==> src/rtl/regfile_wb_arbiter.sv <==
// Round-robin arbiter for the register-file write port, plus a pending-write scoreboard for decode hazards.
// Optional macro RU_WB_BYPASS_EN forwards the write-edge data to decode and suppresses the matching hazard.
module regfile_wb_arbiter #(
  parameter int XLEN  = 32,
  parameter int RAW_W = 5
) (
  input  logic             clk,
  input  logic             rst_n,
  input  logic             issue_valid,
  input  logic [RAW_W-1:0] issue_rd,
  output logic             issue_ready,
  input  logic [RAW_W-1:0] rs1,
  input  logic [RAW_W-1:0] rs2,
  output logic             hazard1,
  output logic             hazard2,
  output logic             fwd1_valid,
  output logic             fwd2_valid,
  output logic [XLEN-1:0]  fwd1_data,
  output logic [XLEN-1:0]  fwd2_data,
  input  logic             req0_valid,
  input  logic             req1_valid,
  input  logic [RAW_W-1:0] req0_rd,
  input  logic [RAW_W-1:0] req1_rd,
  input  logic [XLEN-1:0]  req0_data,
  input  logic [XLEN-1:0]  req1_data,
  output logic             req0_ready,
  output logic             req1_ready,
  output logic             wb_we,
  output logic [RAW_W-1:0] wb_rd,
  output logic [XLEN-1:0]  wb_data,
  output logic [31:0]      pending
);

  logic             last_r;
  logic             grant0_s;
  logic             grant1_s;
  logic [RAW_W-1:0] win_rd_s;
  logic [XLEN-1:0]  win_data_s;
  logic             wb_we_r;
  logic [RAW_W-1:0] wb_rd_r;
  logic [XLEN-1:0]  wb_data_r;
  logic [31:0]      pending_r;
  logic [31:0]      pending_nxt_s;
  logic             issue_ready_s;
  logic             issue_fire_s;
  logic             fwd1_s;
  logic             fwd2_s;
  logic             raw1_s;
  logic             raw2_s;

  // Grant selection: a lone requester wins; under contention the one not granted last time wins
  always_comb begin
    grant0_s   = 1'b0;
    grant1_s   = 1'b0;
    win_rd_s   = req1_rd;
    win_data_s = req1_data;
    if (req0_valid && (!req1_valid || last_r)) begin
      grant0_s = 1'b1;
    end else if (req1_valid) begin
      grant1_s = 1'b1;
    end else begin
      grant1_s = 1'b0;
    end
    if (grant0_s) begin
      win_rd_s   = req0_rd;
      win_data_s = req0_data;
    end else begin
      win_rd_s   = req1_rd;
      win_data_s = req1_data;
    end
  end

  // Round-robin pointer and registered write port; x0 writes are consumed but never raise wb_we
  always_ff @(posedge clk or negedge rst_n) begin
    if (!rst_n) begin
      last_r    <= 1'b1;
      wb_we_r   <= 1'b0;
      wb_rd_r   <= {RAW_W{1'b0}};
      wb_data_r <= {XLEN{1'b0}};
    end else if (grant0_s || grant1_s) begin
      last_r    <= grant1_s;
      wb_we_r   <= (win_rd_s != {RAW_W{1'b0}});
      wb_rd_r   <= win_rd_s;
      wb_data_r <= win_data_s;
    end else begin
      wb_we_r   <= 1'b0;
    end
  end

  // Issue may proceed if the destination is free, being written back this cycle, or x0
  always_comb begin
    issue_ready_s = !pending_r[issue_rd] || (wb_we_r && (wb_rd_r == issue_rd)) ||
                    (issue_rd == {RAW_W{1'b0}});
    issue_fire_s  = issue_valid && issue_ready_s;
  end

  // Scoreboard next state: clear on the write edge, then set so a same-edge reissue wins
  always_comb begin
    pending_nxt_s = pending_r;
    if (wb_we_r) begin
      pending_nxt_s[wb_rd_r] = 1'b0;
    end else begin
      pending_nxt_s = pending_r;
    end
    if (issue_fire_s && (issue_rd != {RAW_W{1'b0}})) begin
      pending_nxt_s[issue_rd] = 1'b1;
    end else begin
      pending_nxt_s[0] = 1'b0;
    end
    pending_nxt_s[0] = 1'b0;
  end

  // Scoreboard register
  always_ff @(posedge clk or negedge rst_n) begin
    if (!rst_n) begin
      pending_r <= 32'h0000_0000;
    end else begin
      pending_r <= pending_nxt_s;
    end
  end

  // Source hazard detection with optional same-cycle bypass of the write-port data
  always_comb begin
    raw1_s = pending_r[rs1] && (rs1 != {RAW_W{1'b0}});
    raw2_s = pending_r[rs2] && (rs2 != {RAW_W{1'b0}});
`ifdef RU_WB_BYPASS_EN
    fwd1_s = wb_we_r && (wb_rd_r == rs1) && (rs1 != {RAW_W{1'b0}});
    fwd2_s = wb_we_r && (wb_rd_r == rs2) && (rs2 != {RAW_W{1'b0}});
`else
    fwd1_s = 1'b0;
    fwd2_s = 1'b0;
`endif
  end

  assign req0_ready  = grant0_s;
  assign req1_ready  = grant1_s;
  assign issue_ready = issue_ready_s;
  assign hazard1     = raw1_s && !fwd1_s;
  assign hazard2     = raw2_s && !fwd2_s;
  assign fwd1_valid  = fwd1_s;
  assign fwd2_valid  = fwd2_s;
  assign fwd1_data   = fwd1_s ? wb_data_r : {XLEN{1'b0}};
  assign fwd2_data   = fwd2_s ? wb_data_r : {XLEN{1'b0}};
  assign wb_we       = wb_we_r;
  assign wb_rd       = wb_rd_r;
  assign wb_data     = wb_data_r;
  assign pending     = pending_r;

endmodule
==> config.mk <==
export PLATFORM = sky130hd
export DESIGN_NAME = regfile_wb_arbiter
export DESIGN_NICKNAME = d
export VERILOG_FILES = /design/src/rtl/regfile_wb_arbiter.sv
export SDC_FILE = /design/constraint.sdc
export NUM_CORES = 1
export LEC_CHECK = 0
export CAP_MARGIN = 25
export CORE_UTILIZATION = 35
export DETAILED_ROUTE_END_ITERATION = 10
export GPL_TIMING_DRIVEN = 1
export PLACE_DENSITY = 0.77
export SYNTH_ARGS = -nofsm -noshare
export SYNTH_HDL_FRONTEND = slang
export SYNTH_SLANG_ARGS = --single-unit
==> constraint.sdc <==
create_clock -name clk -period 6.3 [get_ports clk]
set_clock_uncertainty 0.1 [all_clocks]
set_input_delay 1.26 -clock clk [delete_from_list [all_inputs] [get_ports clk]]
set_output_delay 1.26 -clock clk [all_outputs]
set_load 0.02 [all_outputs]
# After elaboration in Yosys (flattened, before gate mapping)
# Index checks and enable logic that the tools add are counted.
# op_classes
n_reduce_logical	19
n_lt_le_gt_ge	6
n_addsub	0
shift	0
multipliers	0
eq_ne	1
n_mux	18
n_div	0
bitwise_logic	3
# ops
cell	n
two-way mux 32 bit	2
AND 32 bit	1
NOT 32 bit	1
OR 32 bit	1
two-way mux 31 bit	1
< comparator 5 x 6 -> 1 bit (second input constant)	4
nonzero test 5 bit	4
binary-select mux 1 bit (select 5 bit)	3
demux 1 bit (select 5 bit)	2
>= comparator 5 x 1 -> 1 bit (second input constant)	2
two-way mux 1 bit	9
logical AND 1 bit	8
== test 5 bit	1
logical NOT 5 bit	1
two-way mux 5 bit	1
logical OR 1 bit	4
logical NOT 1 bit	2
# word_totals
latch_bits	0
inputBits	94
output_inout_bits	141
mem_count	0
mem_bits_rw	0
rom_bits	0
reg_bits	70

# Longest topological paths before layout
# logic_depth
depth_word	9
mapped_depth	8
depth_no_buf	5

# Worst setup path after synthesis
# No wires, ideal clock.
# synth_timing
path_type	input port to output port
start	input port rs2[2]
end	output port hazard2
path_buffers	1
slack_ps	2135
arrival_ps	2805
cell_stages	4
cell_sequence	clkbuf_1 -> mux4_2 -> mux4_2 -> mux2_2
# synth_between
elab_chain_len	3
elab_cells_between_ends	4
# synth_rtl
item	line_no	source
start, declared	13	input logic [RAW_W-1:0] rs2,
binary-select mux 1 bit (select 5 bit)	125	raw2_s = pending_r[rs2] && (rs2 != {RAW_W{1'b0}});
two-way mux 1 bit (not written as such)	125	
logical AND 1 bit (*)	125	
end, declared	15	output logic hazard2,
# Mark *: on every way between the ends. The rest lies on a longest branch, timed or not. The select of a mux whose other input is x is not followed.

# Final worst setup path
# layout_timing
start	input port issue_rd[2]
end	output port issue_ready
# layout_between
elab_chain_len	5
elab_cells_between_ends	8
# layout_rtl
item	line_no	source
start, declared	10	input logic [RAW_W-1:0] issue_rd,
binary-select mux 1 bit (select 5 bit)	92	issue_ready_s = !pending_r[issue_rd] || (wb_we_r && (wb_rd_r == issue_rd)) ||
two-way mux 1 bit (not written as such)	92	
logical NOT 1 bit	92	
logical OR 1 bit	92	
logical OR 1 bit (*)	92	
end, declared	11	output logic issue_ready,
# Marked as above.

==> out/qor.yml <==
status: "completed"
synth_flop_cell: "dfrtp_1"
worstPathArrival_ns: 4.09
synthArstFlopShare_pct: 100.0
crit_path_start_kind: "input port"
rsz0062_at_grt: "no"
cts.clk_slew.worst_paths_ns: 0.06
r2r_cells: 5
grt_pass1_wl_mm: 23.16
hpwl_mm: 11.27
die-area_sq_um: 14280
grt_use_total_pct: 21.12
finish.utilization_pct: 49.94
fp.coreArea_sq_um: 13350
synth_commonest_cells: "69 x dfrtp_1, 67 x buf_4, 46 x mux2i_1, 46 x nor2_1, 40 x a21oi_1"
die_h_um: 119.5
period_needed_ns: 5.448
io_buffers: 167
setup.worst_path.end_class: "output pin"
fin_ws_ns: 0.8521
fill_cells: 1214
seq_area_frac_synth_pct: 36.29
drc: 0
cts_tree: "done"
syn_area_per_cell_sq_um: 9.362
setup_viol: 0
relSlewSlack_pct: 38.55
vias: 4447
viasPerCell: 5.257
diodes: 0
post-place-cells: 830
synth_edf_count: 0
cts.repair.resized: 0
synth.largest_area_cell: "dfrtp_1"
place.gp.congestion: 0.9661
clk_latency_ns: 0.34
synth_cell_type_count: 45
cts.htree.levels: 3
grt_max_degree: 71
antenna_found_initial: 0
peakVddDrop_mv: 0.1900
min_period_over_period_pct: 86.47
power_density_nw_per_um2: 346.8
cts_setup_buffers: 0
fmaxAchievable_ghz: 0.1836
synth_area_sq_um: 4831
hold_viol: 0
worst_hold_slack_ns: 0.3967
preCtsSetupSlack_ns: 0.9005
leakagePower_nw: 2.754
cts_sinks: 70
fin_cells: 846
syn_to_final_growth_pct: 38.00
fin_nets: 759
drtIter0Drc: 321
root_buffer: "clkbuf_16"
synth_area_leaders: "dfrtp_1 36%, buf_4 10%, mux2i_1 9.5%"
synth_top_cell_area_share_pct: 35.74
start_util_pct: 36.19
wl_per_cell_um: 17.73
grt_overflow: 0
postRouteAntennaNets: 0
grt_pass1_vias: 4293
synth_cells: 516
ctsHoldBuffers: 0
rows: 42
clock_path_buffers: 2
whs_path_depth: 2
cts_buffers: 9
postRouteWirelength_mm: 15.00
ys_seq_elements: 70
tns_ns: 0
cp_max_fo: 18
fp.dieW_um: 119.5
first_pass_iters: 7
worstPathRequired_ns: 4.94
drv_slew: 0
crit_type: "input port to output pin"
worst_pin_slew_ns: 0.9218
yosysMostFrequentCell: "dfrtp_1"
ios: 235
yosys_warnings: 0
maxCapViolations: 0
hp-class: "register to register"
drive_gt1_share_pct: 8.657
-- final timing paths --
| path | start | to | slack [ns] |
|---|---|---|---|
| hold reg to reg | last_r$_DFFE_PN1P_ | last_r$_DFFE_PN1P_ | 0.40 |
| min in group asynchronous | rst_n | wb_data[14]$_DFFE_PN0P_ | 1.03 |
| hold / removal | last_r$_DFFE_PN1P_ | last_r$_DFFE_PN1P_ | 0.40 |
| setup / recovery | issue_rd[2] | issue_ready | 0.85 |
| setup reg to reg | pending[16]$_DFF_PN0_ | pending[12]$_DFF_PN0_ | 4.22 |
| max in group asynchronous | rst_n | pending[25]$_DFF_PN0_ | 4.45 |
-- layer usage --
layer  track usage (%)  vias to the layer above  share of wire, %
li1                  -                     2020                 -
met1             25.01                     2099                38
met2             35.04                      302                48
met3             7.280                       26                12
met4             8.125                        0               1.9
met5                 0                        -                 0
-- registers in the layout (all words and copies together), names as in the netlist --
register / flops
last_r: 1
wb_rd: 5
wb_we: 1
pending: 31
wb_data: 32
-- layout make-up --
cell class                      instances  area [sq um]  share of cell area, %
Tap cell                              176         220.2                  3.303
Clock buffer                           12         256.5                  3.848
Inverter                                6         22.52                 0.3378
Timing Repair Buffer                  174          1714                  25.71
Multi-Input combinational cell        404          2655                  39.83
Clock inverter                          4         45.04                 0.6757
Sequential cell                        70          1753                  26.30
-- placed cells by master (no fill, tap or decap), types with 2 or more instances in the layout --
cell and n:
buf_4 7, o2111ai_1 2, buf_2 2, or4_1 2, clkbuf_8 2, or3b_2 3
a31oi_1 3, or3_1 4, a21oi_1 40, conb_1 67, clkinv_2 3, nand3b_1 2
nand2b_1 5, dfrtp_1 69, o31ai_1 4, and2_1 3, mux2_2 5, nor2_1 46
o22ai_1 3, inv_1 6, nor2b_1 3, mux2i_1 46, clkbuf_16 9, o211ai_1 11
o21a_1 6, xnor2_1 4, a32oi_1 2, o21ai_0 31, and3_1 4, nand3_1 38
clkdlybuf4s50_1 165, nand4_1 7, nand2_1 30, mux4_2 20
-- where the power goes --
part	internal (W)	switching (W)
sequential	0.000579	0.000225
clock	0.000326	0.000190
combinational	0.000508	0.000484
-- cell families (layout without fill, tap and decap cells) --
| kind of cell | count (synthesis) | in the layout | share of synthesized area [%] |
|---|---|---|---|
| AOI/OAI and AO/OA | 107 | 107 | 13.03 |
| buffers and inverters | 108 | 196 | 13.93 |
| xor gates and xnor gates | 5 | 5 | 0.9065 |
| and+or+nand+nor | 153 | 153 | 15.51 |
| DFF | 70 | 70 | 36.29 |
| muxes | 72 | 72 | 20.25 |
| other | 1 | 67 | 0.07763 |
-- worst max-delay path, stage by stage --
cell and delay, ns:
clkdlybuf4s50_1 0.91, mux4_2 0.41, a2bb2oi_1 0.18, o221a_2 0.37, o21ai_0 0.13, o21bai_1 0.19
clkdlybuf4s50_1 0.64
-- metrics by stage --
stage | cell area [sq um] | power [W]
final | 6666 | 0.002312
after global routing | 6666 | 0.002422
after detailed placement | 6365 | 0.001796
after floorplan | 5079 | 0.001299
after global placement | 6365 | 0.001774
after CTS | 6666 | 0.002315
Power figures use the tool's default switching activity.
